**config.mk**
```make
export PLATFORM = sky130hd
export DESIGN_NAME = fifo_rd_sched
export DESIGN_NICKNAME = d
export VERILOG_FILES = /design/src/rtl/fifo_rd_sched_pkg.sv /design/src/rtl/fifo_rd_sched_rr_pick.sv /design/src/rtl/fifo_rd_sched.sv
export SDC_FILE = /design/constraint.sdc
export NUM_CORES = 1
export LEC_CHECK = 0
export CORE_AREA = 2 2 130 132
export DETAILED_ROUTE_END_ITERATION = 8
export DIE_AREA = 0 0 132 134
export PLACE_DENSITY = 0.73
export SYNTH_ARGS = -nofsm -noshare
export SYNTH_HDL_FRONTEND = slang
export SYNTH_SLANG_ARGS = --single-unit
```
**constraint.sdc**
```tcl
create_clock -name sched_clk -period 2.9 [get_ports sched_clk]
set_clock_uncertainty 0.2 [all_clocks]
set_input_delay 0.29 -clock sched_clk [delete_from_list [all_inputs] [get_ports sched_clk]]
set_output_delay 0.29 -clock sched_clk [all_outputs]
set_load 0.1 [all_outputs]
```
**src/rtl/fifo_rd_sched_pkg.sv**
```systemverilog
// fifo_rd_sched_pkg: shared FSM encoding and default sizing for the FIFO read scheduler
// Contents: state_t (IDLE/BURST), default WordWidth/NumSrc/BurstMax constants.
package fifo_rd_sched_pkg;
   typedef enum logic {IDLE = 1'b0, BURST = 1'b1} state_t;
   localparam int DEF_WORD_WIDTH = 64;
   localparam int DEF_NUM_SRC    = 4;
   localparam int DEF_BURST_MAX  = 8;
endpackage

```
**src/rtl/fifo_rd_sched_rr_pick.sv**
```systemverilog
// fifo_rd_sched_rr_pick: round-robin picker, first requester after last with wrap-around
// Ports:
//   req  - per-source request vector
//   last - index granted most recently; search starts at last+1
//   pick - chosen index (only meaningful when any=1)
//   any  - at least one request bit is set
module fifo_rd_sched_rr_pick
   import fifo_rd_sched_pkg::*;
#(
   parameter int NumSrc = DEF_NUM_SRC,
   localparam int IdxW = $clog2(NumSrc)
) (
   input  logic [NumSrc-1:0] req,
   input  logic [IdxW-1:0]   last,
   output logic [IdxW-1:0]   pick,
   output logic              any
);
   logic [IdxW-1:0] idx;
   assign any = |req;
   // Scan from the farthest candidate back to last+1 so the nearest requester wins.
   always_comb begin
      pick = '0;
      idx  = '0;
      for (int k = NumSrc; k > 0; k--) begin
         idx = IdxW'((int'(last) + k) % NumSrc);
         if (req[idx]) pick = idx;
      end
   end
endmodule

```
**src/rtl/fifo_rd_sched.sv**
```systemverilog
// fifo_rd_sched: round-robin burst reader draining several FWFT FIFOs into one registered stream
// Ports:
//   sched_clk, sched_reset_n - clock, asynchronous active-low reset
//   sched_en                 - allows new grants (a running burst always completes)
//   src_empty, src_r_data    - per-FIFO empty flags and fall-through data (source i at [i*WordWidth +: WordWidth])
//   src_rd                   - combinational one-hot pop strobe to the granted FIFO
//   out_valid, out_ready     - output handshake
//   out_data, out_src, out_first - registered word, its source index, first-word-of-grant marker
module fifo_rd_sched
   import fifo_rd_sched_pkg::*;
#(
   parameter int WordWidth = DEF_WORD_WIDTH,
   parameter int NumSrc    = DEF_NUM_SRC,
   parameter int BurstMax  = DEF_BURST_MAX,
   localparam int IdxW = $clog2(NumSrc),
   localparam int CntW = $clog2(BurstMax) + 1
) (
   input  logic                        sched_clk,
   input  logic                        sched_reset_n,
   input  logic                        sched_en,
   input  logic [NumSrc-1:0]           src_empty,
   input  logic [NumSrc*WordWidth-1:0] src_r_data,
   output logic [NumSrc-1:0]           src_rd,
   output logic                        out_valid,
   input  logic                        out_ready,
   output logic [WordWidth-1:0]        out_data,
   output logic [IdxW-1:0]             out_src,
   output logic                        out_first
);
   state_t                state, state_nxt;
   logic [IdxW-1:0]       grant, pick;
   logic [CntW-1:0]       count;
   logic                  any_req, take, can_load, pop, exit_burst;
   logic [WordWidth-1:0]  words [NumSrc];

   for (genvar i = 0; i < NumSrc; i++) begin : g_words
      assign words[i] = src_r_data[i*WordWidth +: WordWidth];
   end

   fifo_rd_sched_rr_pick #(.NumSrc(NumSrc)) rr_pick (
      .req  (~src_empty),
      .last (grant),
      .pick (pick),
      .any  (any_req)
   );

   // grant doubles as last_grant: it keeps its value after the burst ends and seeds the next search.
   assign take       = (state == IDLE) & sched_en & any_req;
   assign can_load   = ~out_valid | out_ready;
   assign pop        = (state == BURST) & ~src_empty[grant] & can_load;
   assign exit_burst = (pop & (count == CntW'(BurstMax - 1))) | ((state == BURST) & src_empty[grant] & can_load);
   assign src_rd     = pop ? NumSrc'(1) << grant : '0;

   always_ff @(posedge sched_clk or negedge sched_reset_n) begin
      if (!sched_reset_n) state <= IDLE;
      else state <= state_nxt;
   end

   always_comb begin
      state_nxt = state;
      state_nxt = (state == IDLE) ? (take ? BURST : IDLE) : (exit_burst ? IDLE : BURST);
   end

   always_ff @(posedge sched_clk or negedge sched_reset_n) begin
      if (!sched_reset_n) begin
         grant     <= IdxW'(NumSrc - 1);
         count     <= '0;
         out_valid <= 1'b0;
         out_data  <= '0;
         out_src   <= '0;
         out_first <= 1'b0;
      end else begin
         if (take) begin
            grant <= pick;
            count <= '0;
         end
         if (pop) begin
            out_data  <= words[grant];
            out_src   <= grant;
            out_first <= count == '0;
            out_valid <= 1'b1;
            count     <= count + CntW'(1);
         end else if (out_ready) begin
            out_valid <= 1'b0;
         end
      end
   end
endmodule

```
## Word-level counts from Yosys, hierarchy flattened

Cells that the tools add are included.

| storage, ports and cells | value |
|---|---|
| bits in registers | 75 |
| input port bits | 264 |
| output and inout port bits | 72 |

| cells by class | value |
|---|---|
| eq/ne operators | 1 |
| magnitude comparators | 6 |
| multiplexer cells | 25 |
| $add $sub $neg | 5 |
| shift operators | 1 |
| reduce and logical (&&, ||, !) cells | 4 |
| bitwise gates (word level) | 14 |

Operators by type and width:

| operator | number |
|---|---|
| binary-select mux 64 bit (select 2 bit) | 1 |
| two-way mux 64 bit | 2 |
| < comparator 2 x 3 -> 1 bit (second input constant) | 5 |
| two-way mux 4 bit | 3 |
| binary-select mux 1 bit (select 2 bit) | 5 |
| two-way mux 1 bit | 10 |
| two-way mux 2 bit | 4 |
| AND 1 bit | 7 |
| adder 2 x 1 -> 2 bit (second input constant) | 2 |
| adder 2 bit (second input constant) | 2 |
| adder 4 x 1 -> 4 bit (second input constant) | 1 |
| equality test 4 x 3 -> 1 bit (second input constant) | 1 |
| zero test 4 bit | 1 |
| inverter 4 bit | 1 |
| nonzero test 2 bit | 2 |
| OR reduction 4 bit | 1 |
| left shift 1 x 2 -> 4 bit (first input constant) | 1 |
| >= comparator 3 bit (second input constant) | 1 |
| inverter 1 bit | 3 |
| inverter 2 -> 3 bit | 1 |
| bitwise OR 1 bit | 2 |

## Longest topological paths before layout

Gate-level depths: netlist of run 1.

| logic depth | value |
|---|---|
| depth in word-level cells | 9 |
| gate-level depth with buffers | 8 |
| mapped depth without buffers | 6 |

## Modules after synthesis

A second synthesis of run 1 with hierarchy kept.

| second synthesis, totals | value |
|---|---|
| cell total of the unflattened synthesis | 289 |
| area, all modules | 4630.7 um^2 |

Modules (own cells, without submodules):

| module | sequential area each (um^2) | cells each | instances | area an instance (um^2) |
|---|---|---|---|---|
| fifo_rd_sched | 1879.3 | 275 | 1 | 4539.4 |
| fifo_rd_sched_rr_pick | 0.0 | 14 | 1 | 91.3 |

## Least setup slack after synthesis of run 1

Ideal clock, no wire load.

| timing | value |
|---|---|
| kind | flip-flop to output port |
| from | register grant[0] |
| to | output src_rd[1] |
| arrival time | 2.523 ns |
| stages on the path, launching flop included | 6 |
| setup slack | -0.113 ns |
| path buffers | 2 |
| cell sequence | dfstp_2 > buf_2 > mux4_2 > nor3_2 > buf_2 > and2_1 |

| on the way | value |
|---|---|
| word-level cells in the longest chain between the ends | 6 |
| elaborated cells on any way between the ends | 7 |
| those cells by class | shift (1); mux (3); bitwise (3) |

Ends and longest elaborated chain:

| item | RTL line | text |
|---|---|---|
| start: declaration | fifo_rd_sched.sv:31 | `logic [IdxW-1:0] grant, pick;` |
| start signal: assignment | fifo_rd_sched.sv:66 | `grant <= IdxW'(NumSrc - 1);` |
| start signal: assignment | fifo_rd_sched.sv:74 | `grant <= pick;` |
| binary-select mux 1 bit (select 2 bit) | fifo_rd_sched.sv:50 | `assign pop = (state == BURST) & ~src_empty[grant] & can_load;` |
| two-way mux 1 bit (implied by the code) | fifo_rd_sched.sv:50 |  |
| inverter 1 bit | fifo_rd_sched.sv:50 |  |
| AND 1 bit (2 in a row) | fifo_rd_sched.sv:50 |  |
| two-way mux 4 bit (*) | fifo_rd_sched.sv:52 | `assign src_rd = pop ? NumSrc'(1) << grant : '0;` |
| end: declaration | fifo_rd_sched.sv:23 | `output logic [NumSrc-1:0] src_rd,` |

Mark *: on every way between the ends. The rest lies on a longest branch, timed or not. The select of a mux whose other input is x is not followed.

## Worst setup path after layout of run 1

| timing | value |
|---|---|
| from | register grant[0] |
| to | output src_rd[3] |

Same word-level chain as after synthesis.

==> metrics, run 1 <==
status=finished clean; num rows=47; Hold Path End=out_first$_DFFE_PN0P_; largest family of logic cells by synthesized area=multiplexers; Final period util=0.9370; ys async rst share=1.000; IO Count=336; total power=10.51 mW; deepest clock path buffer count=2; Area growth syn-to-layout=80.99%; Die H=134 um; Routed WL=17.12 mm; post-synthesis register bit count=75; CP Data Required Time=2410 ps; nets=1035; RR Endpoint=count[2]$_DFFE_PN0P_; CP endpoint kind=output pin; Max-Cap Viols=0; Initial DRT Pass Iterations=5; global-route wire length before repair=26.20 mm; detailed-route via count=4702; Post-synth top flop=dfrtp_1; Synth top area share=0.3888; CTS Sinks=75; Fmax achieved=0.3680 GHz; initial antenna violation count=0; R2R setup slack=420 ps; VDD IR-drop max=0.0008745 V; post-cts sizing count=0; CTS Buf Count=9; top cells by area, synth=dfrtp_1 39%, mux4_2 31%, nand2_1 16%; sequential area share after synthesis=0.4000; grt ovf=0; Yosys cell types=32; H-tree depth=3; final hold viol count=0; Hold Crit Class=flop to flop; CTS tree=done; WL per Instance=17.30 um; syn_nets=710; total core area=16290 um2; Ant. Diodes=0; most common cell in the synthesized netlist=nand2_1; vias in the first global route=4795; max_slew headroom=0.3336; EDFF count, synth=0; startpoint types=flop; RSZ-0062 raised after global routing=false; Synth top cells by count=201 x nand2_1, 73 x dfrtp_1, 65 x mux4_2; Clk pin slew, worst setup/hold paths=60 ps; Global Route Usage Sum=0.1904; CTS root buffer=clkbuf_16; count of final max-slew check failures=0; simple-gate share of the synthesized area=0.1979; Worst Path Class, Setup=flop to output pin; PwrDens=1236 nW/um2; die width=132 um; CP Cell Sequence=mux4_2 -> nor3_4 -> and2_1 -> buf_12; Synth area leader=dfrtp_1; Final setup viols=0; clk_lat worst skew=340 ps; number of vias per cell=4.749; Crit-path slowest cell=dfstp_4; layout cells sized above 1=0.2221; # DRC=0; Fin Setup TNS=0 ps; Syn Std Cell Area=4698 um2; Initial Utilization=0.2884; syn_area_per_cell=10.68 um2; Arr. time, crit path=2230 ps; die area=17690 um2; LEAKAGE=3.718 nW; fillers=1480; Hold Path Origin=out_first$_DFFE_PN0P_; synth warn=0; Synth Area in Adders=0.01598; hold path depth=2; mux cell area share after synthesis=0.3246; worst-margin pin slew=999.6 ps; 1st-iter DRT viols=223; gpl congestion=0.8188; XOR/XNOR Fraction of Synth Area=0.001864; largest net degree at the start of global routing=76; I/O Buffers=335; Cells after Synth=440; RR Startpoint=grant[0]$_DFFE_PN1P_; CP peak stage delay=640 ps; Crit Path Max Fanout=6; post-synthesis compound-gate area fraction=0.02077; Final ANT Viol Nets=0; Period minus WS final=2717 ps; Post-DP HPWL=13.77 mm; reg2reg path depth=5
## placed cells by master (no fill, tap or decap), types with 2 or more instances in the layout
cell type,count
dfstp_4,2
nand3b_1,2
o21ai_1,4
and3_1,2
clkinv_2,2
nand2b_1,3
nand4_1,2
clkdlybuf4s50_1,262
dfrtp_1,73
mux2i_1,5
clkbuf_16,9
ha_1,6
nand3_1,9
and2_1,2
bufinv_16,3
and2_2,2
nand2_1,201
nor2_1,2
inv_1,6
a31oi_1,3
mux4_2,65
o21ai_0,5
buf_12,5
buf_4,79
o211ai_1,3
## per-stage QoR
stage                     hold WS [ps]  utilization  instance area [um2]  cells  setup slack, ps
after global routing             296.3       0.5220                 8503    990            106.2
final                            269.7       0.5220                 8503    990            182.7
after global placement           255.3       0.5003                 8150    973            257.2
after detailed placement         262.4       0.5003                 8150    973            220.0
after CTS                        277.9       0.5220                 8503    990            160.7
after floorplan                 -205.6            -                 4701    440            84.60
## cells by family (layout without fill, tap and decap cells)
logic type,Yosys count,in the layout
XOR/XNOR,1,1
flip-flops,75,75
multiplexers,71,71
adder cells (fa/ha/maj),6,6
AO/OA/AOI/OAI,17,17
buffers and inverters,40,370
AND/OR/NAND/NOR,230,230
## area by class of cell
cell class,count,area (um2),share of cell area
sequential,75,1887,0.2219
clock buffer,11,242.7,0.02855
clock inverter,5,100.1,0.01177
tap,220,275.3,0.03237
multi-input combinational,325,2646,0.3112
timing repair buffer,347,3326,0.3911
inverter,7,26.28,0.003090
## metal layers
metal,GRT usage,share of wire
met5,0,0
met2,0.3290,0.52
met1,0.2393,0.40
met4,0.06220,0.017
met3,0.03968,0.060
## worst max path at each step
stage                         startpoint                    to  slack [ps]  depth (start not counted)
floorplan           grant[0]$_DFFE_PN1P_             src_rd[0]          80                          4
global placement            src_empty[0]  count[2]$_DFFE_PN0P_         260                          6
detailed placement          src_empty[0]  count[2]$_DFFE_PN0P_         220                          6
CTS                 grant[0]$_DFFE_PN1P_             src_rd[3]         160                          4
global route        grant[0]$_DFFE_PN1P_             src_rd[3]         110                          4
finish              grant[0]$_DFFE_PN1P_             src_rd[3]         180                          4
## sequential cells by signal, indices dropped and copies added (netlist names)
name and count:
out_first 1, out_src 2, out_data 64, count 4
out_valid 1, grant 2, state 1
## power by group
| part | switching (mW) | internal (mW) |
|---|---|---|
| Sequential | 0.302 | 1.57 |
| Clock | 0.443 | 0.861 |
| Combinational | 5.16 | 2.17 |
## critical path, delay by kind of cell, from the launching register on
kind                   cells  cell delay (ps)
flip-flops                 1              640
multiplexers               1              560
AND/OR/NAND/NOR            2              510
buffers and inverters      1              180
## what timing repair did
action                                 CTS  global route
endpoints found under the hold margin   73             0
setup buffers                            0             0
hold buffers                             1             0
Power figures use the tool's default switching activity.
==> run 2: changes to the inputs <==
Settings changed: PLACE_DENSITY 0.73 to 0.75.
Clock period 2.9 ns to 2.87 ns, I/O delays scaled along.
==> metrics, run 2 (synthesis results as in run 1) <==
commonest non-fill, non-tap cell in the layout=clkdlybuf4s50_1; highest metal layer with signal wires=met4; global-route wire length before repair=26.30 mm; VDD IR-drop max=0.0007114 V; largest net degree at the start of global routing=76; Post-DP HPWL=13.42 mm; most frequent cells in the layout=262 x clkdlybuf4s50_1, 201 x nand2_1, 79 x buf_4; Hold Crit Class=flop to flop; Top reg by flops=out_data; total core area=16290 um2; met2 wire len=8.522 mm; clk_lat worst skew=330 ps; deepest clock path buffer count=2; CP startpoint=grant[0]$_DFFE_PN1P_; status=finished clean; CTS Buf Count=9; WL per Instance=16.65 um; Top Registers=out_data: 64 flops, count: 4 flops; Crit Path Max Fanout=6; worst hold margin=274.4 ps; reg2reg path depth=5; CP Data Required Time=2380 ps; final hold viol count=0; max_slew headroom=0.3551; Initial DRT Pass Iterations=4; Worst Path Class, Setup=flop to output pin; CTS tree=done; # DRC=0; fillers=1481; grt ovf=0; H-tree depth=3; Routed WL=16.45 mm; CTS root buffer=clkbuf_16; gpl congestion=0.8135; pre-CTS WS=253.9 ps; R2R setup slack=430 ps; PwrDens=1224 nW/um2; 1st-iter DRT viols=222; RR Endpoint=out_data[27]$_DFFE_PN0P_; number of vias per cell=4.653; max FFs per register=64; detailed-route via count=4597; M1 wire length=6.443 mm; Final period util=0.9287; CTS Sinks=75; Arr. time, crit path=2180 ps; Area growth syn-to-layout=79.39%; worst setup margin=204.6 ps; Global Route Usage Sum=0.1891; Initial Utilization=0.2884; vias in the first global route=4939; layout cells sized above 1=0.2214; CP endpoint kind=output pin; Period minus WS final=2665 ps; Final ANT Viol Nets=0; startpoint types=flop; IO Count=336; count of final max-slew check failures=0; die width=132 um; worst-margin pin slew=967.3 ps; Fin Setup TNS=0 ps; met3 wire length=1.059 mm; I/O Buffers=335; Ant. Diodes=0; nets=1035; RSZ-0062 raised after global routing=false; crit path capture=src_rd[3]; Die H=134 um; Fmax achieved=0.3752 GHz; Final setup viols=0; LEAKAGE=3.688 nW; Clk pin slew, worst setup/hold paths=60 ps; num rows=47; die area=17690 um2; RR Startpoint=grant[0]$_DFFE_PN1P_; Max-Cap Viols=0; initial antenna violation count=0
[run 2: area by class of cell]
cell class	count	area, um2	share of cell area
repair buffers	347	3326	0.3946
inverters	7	26.28	0.003118
well taps	220	275.3	0.03266
clock buffers	11	252.7	0.02999
clock inverters	3	15.01	0.001781
flip-flops and latches	75	1887	0.2239
multi-input cells	325	2646	0.3140
[run 2: metrics by stage]
stage / cell area, um2 / instances / power [mW] / util
6_report: 8428 / 988 / 10.32 / 0.5174
5_1_grt: 8428 / 988 / 10.90 / 0.5174
4_1_cts: 8428 / 988 / 10.44 / 0.5174
3_5_place_dp: 8150 / 973 / 9.374 / 0.5003
3_3_place_gp: 8150 / 973 / 9.287 / 0.5003
2_1_floorplan: 4701 / 440 / 7.520 / -
[run 2: worst min path at each step]
stage,from,end,cells past startpoint
3_5_place_dp,out_data[49]$_DFFE_PN0P_,out_data[49]$_DFFE_PN0P_,2
3_3_place_gp,out_data[57]$_DFFE_PN0P_,out_data[57]$_DFFE_PN0P_,2
6_report,out_data[49]$_DFFE_PN0P_,out_data[49]$_DFFE_PN0P_,2
5_1_grt,out_data[31]$_DFFE_PN0P_,out_data[31]$_DFFE_PN0P_,2
2_1_floorplan,sched_reset_n,count[0]$_DFFE_PN0P_,0
4_1_cts,out_data[49]$_DFFE_PN0P_,out_data[49]$_DFFE_PN0P_,2
[run 2: what timing repair did]
item | 4_1_cts | 5_1_grt
endpoints found under the hold margin | 73 | 0
setup buffers | 0 | 0
gates resized for setup | 0 | 0
setup endpoints to repair | 0 | 0
hold buffers | 1 | 0
[run 2: worst max-delay path: stages, from the launching register on]
cell and delay, ps:
dfstp_4 640, mux4_2 560, nor3_4 230, and2_1 220, buf_12 190
[run 2: per-layer routing]
layer	vias to the layer above	track usage
li1	2190	-
met1	2210	0.2343
met2	171	0.3249
met3	26	0.04082
met4	0	0.07126
met5	-	0
[run 2: power by group]
group	internal, mW	switching, mW	total, mW
clock	0.618	0.410	1.03
combinational	2.20	5.20	7.39
sequential	1.59	0.308	1.90
total	4.40	5.91	10.3
==> run 3: changes to the inputs <==
Settings changed: SETUP_SLACK_MARGIN from default to 0.2.
==> metrics, run 3 (synthesis results as in run 1) <==
RR Startpoint=grant[0]$_DFFE_PN1P_; num rows=47; commonest non-fill, non-tap cell in the layout=clkdlybuf4s50_1; CP Data Required Time=2890 ps; Top reg by flops=out_data; layout cells sized above 1=0.2244; CTS root buffer=clkbuf_16; die area=17690 um2; Area growth syn-to-layout=80.00%; Clock power frac=0.098; Crit Path Max Fanout=36; clk_lat worst skew=330 ps; CTS tree=done; Arr. time, crit path=2610 ps; Hold Path Origin=out_first$_DFFE_PN0P_; Net Sw Frac=0.5726; post-layout util=0.5192; status=finished clean; total power=10.34 mW; Period minus WS final=2593 ps; detailed-route via count=4674; P_int=4.418 mW; Final ANT Viol Nets=0; CTS Sinks=75; Sw Pwr=5.919 mW; final hold viol count=0; die width=132 um; number of vias per cell=4.716; Die H=134 um; grt ovf=0; VDD IR-drop max=0.0007143 V; CP startpoint=grant[0]$_DFFE_PN1P_; register share of total power=0.184; LEAKAGE=3.700 nW; reg2reg path depth=6; Worst Path Class, Setup=flop to flop; CP peak stage delay=640 ps; Post-DP HPWL=13.25 mm; nets=1037; IO Count=336; Global Route Usage Sum=0.1858; worst setup margin=277.0 ps; WL per Instance=16.79 um; CP endpoint kind=flop; worst-margin pin slew=981.6 ps; delay-heaviest family, CP=simple AND/OR/NAND/NOR gates; Hold Path End=out_first$_DFFE_PN0P_; RR Endpoint=out_data[29]$_DFFE_PN0P_; max_slew headroom=0.3456; Final setup viols=0; global-route wire length before repair=25.62 mm; Initial Utilization=0.2884; initial antenna violation count=0; pre-CTS WS=344.6 ps; Routed WL=16.64 mm; most frequent cells in the layout=262 x clkdlybuf4s50_1, 201 x nand2_1, 79 x buf_4; I/O Buffers=335; max FFs per register=64; largest net degree at the start of global routing=76; vias in the first global route=4789; 1st-iter DRT viols=205; startpoint types=flop; Fin Setup TNS=0 ps; Final period util=0.9035; # DRC=0; gpl congestion=0.7841; H-tree depth=3; Top Registers=out_data: 64 flops, count: 4 flops; Max-Cap Viols=0; Initial DRT Pass Iterations=4; CTS Buf Count=9; Crit-path slowest cell=dfstp_4; worst path bufs/invs=2; logic gate share of total power=0.717; Ant. Diodes=0; Clk pin slew, worst setup/hold paths=60 ps; PwrDens=1222 nW/um2; Non-Filler Instances=991; hold path depth=2; deepest clock path buffer count=2; R2R setup slack=280 ps; CP Cell Sequence=mux4_2 -> buf_4 -> or3_2 -> buf_4 -> nand2_1 -> nand2_1; cell count after placement=973; RSZ-0062 raised after global routing=false; Hold Crit Class=flop to flop; count of final max-slew check failures=0; Fmax achieved=0.3857 GHz; total core area=16290 um2
run 3: metal layers:
metal  global-route usage  vias up  share of wire
met2               0.3203      178           0.52
met5                    0        -              0
met3              0.04875       27          0.062
met1               0.2270     2268           0.40
li1                     -     2201              -
met4              0.06220        0          0.022
run 3: tightest hold or removal path, stage by stage, from the launching register on:
cell and delay [ps]:
dfrtp_1 340, nand2_1 50, nand2_1 50
run 3: layout make-up:
type,instances,area [um2]
Timing Repair Buffer,349,3357
Clock inverter,3,15.01
Multi-Input combinational cell,325,2650
Inverter,7,26.28
Fill cell,1487,7833
Tap cell,220,275.3
Clock buffer,12,246.5
Sequential cell,75,1887
run 3: power groups by stage:
stage | Sequential (mW) | Clock, mW | Combinational, mW
after floorplan | 5.11 | 0 | 2.41
after global placement | 1.90 | 0 | 7.40
after detailed placement | 1.91 | 0 | 7.46
after CTS | 1.91 | 1.05 | 7.49
after global routing | 1.97 | 1.09 | 7.79
final | 1.90 | 1.02 | 7.41
run 3: per-stage QoR:
step	hold slack, ps	area, um2
after floorplan	-208.6	4705
after global placement	254.6	8167
after detailed placement	261.4	8167
after CTS	273.9	8457
after global routing	296.0	8457
final	271.7	8457
run 3: worst max path at each step:
stage                                to  slack (ps)  cells past startpoint
2_1_floorplan                 src_rd[1]         140                      5
3_3_place_gp   out_data[32]$_DFFE_PN0P_         380                      6
3_5_place_dp   out_data[18]$_DFFE_PN0P_         340                      6
4_1_cts                       src_rd[0]         190                      4
5_1_grt        out_data[42]$_DFFE_PN0P_         210                      6
6_report       out_data[29]$_DFFE_PN0P_         280                      6
run 3: repair_timing:
| action | 4_1_cts | 5_1_grt |
|---|---|---|
| endpoints found under the setup margin | 4 | 4 |
| hold endpoints to repair | 73 | 0 |
| pin swaps | 1 | 1 |
| buffers inserted | 2 | 0 |
| hold buffers | 1 | 0 |
| cloned | 0 | 0 |
| gates resized for setup | 1 | 0 |
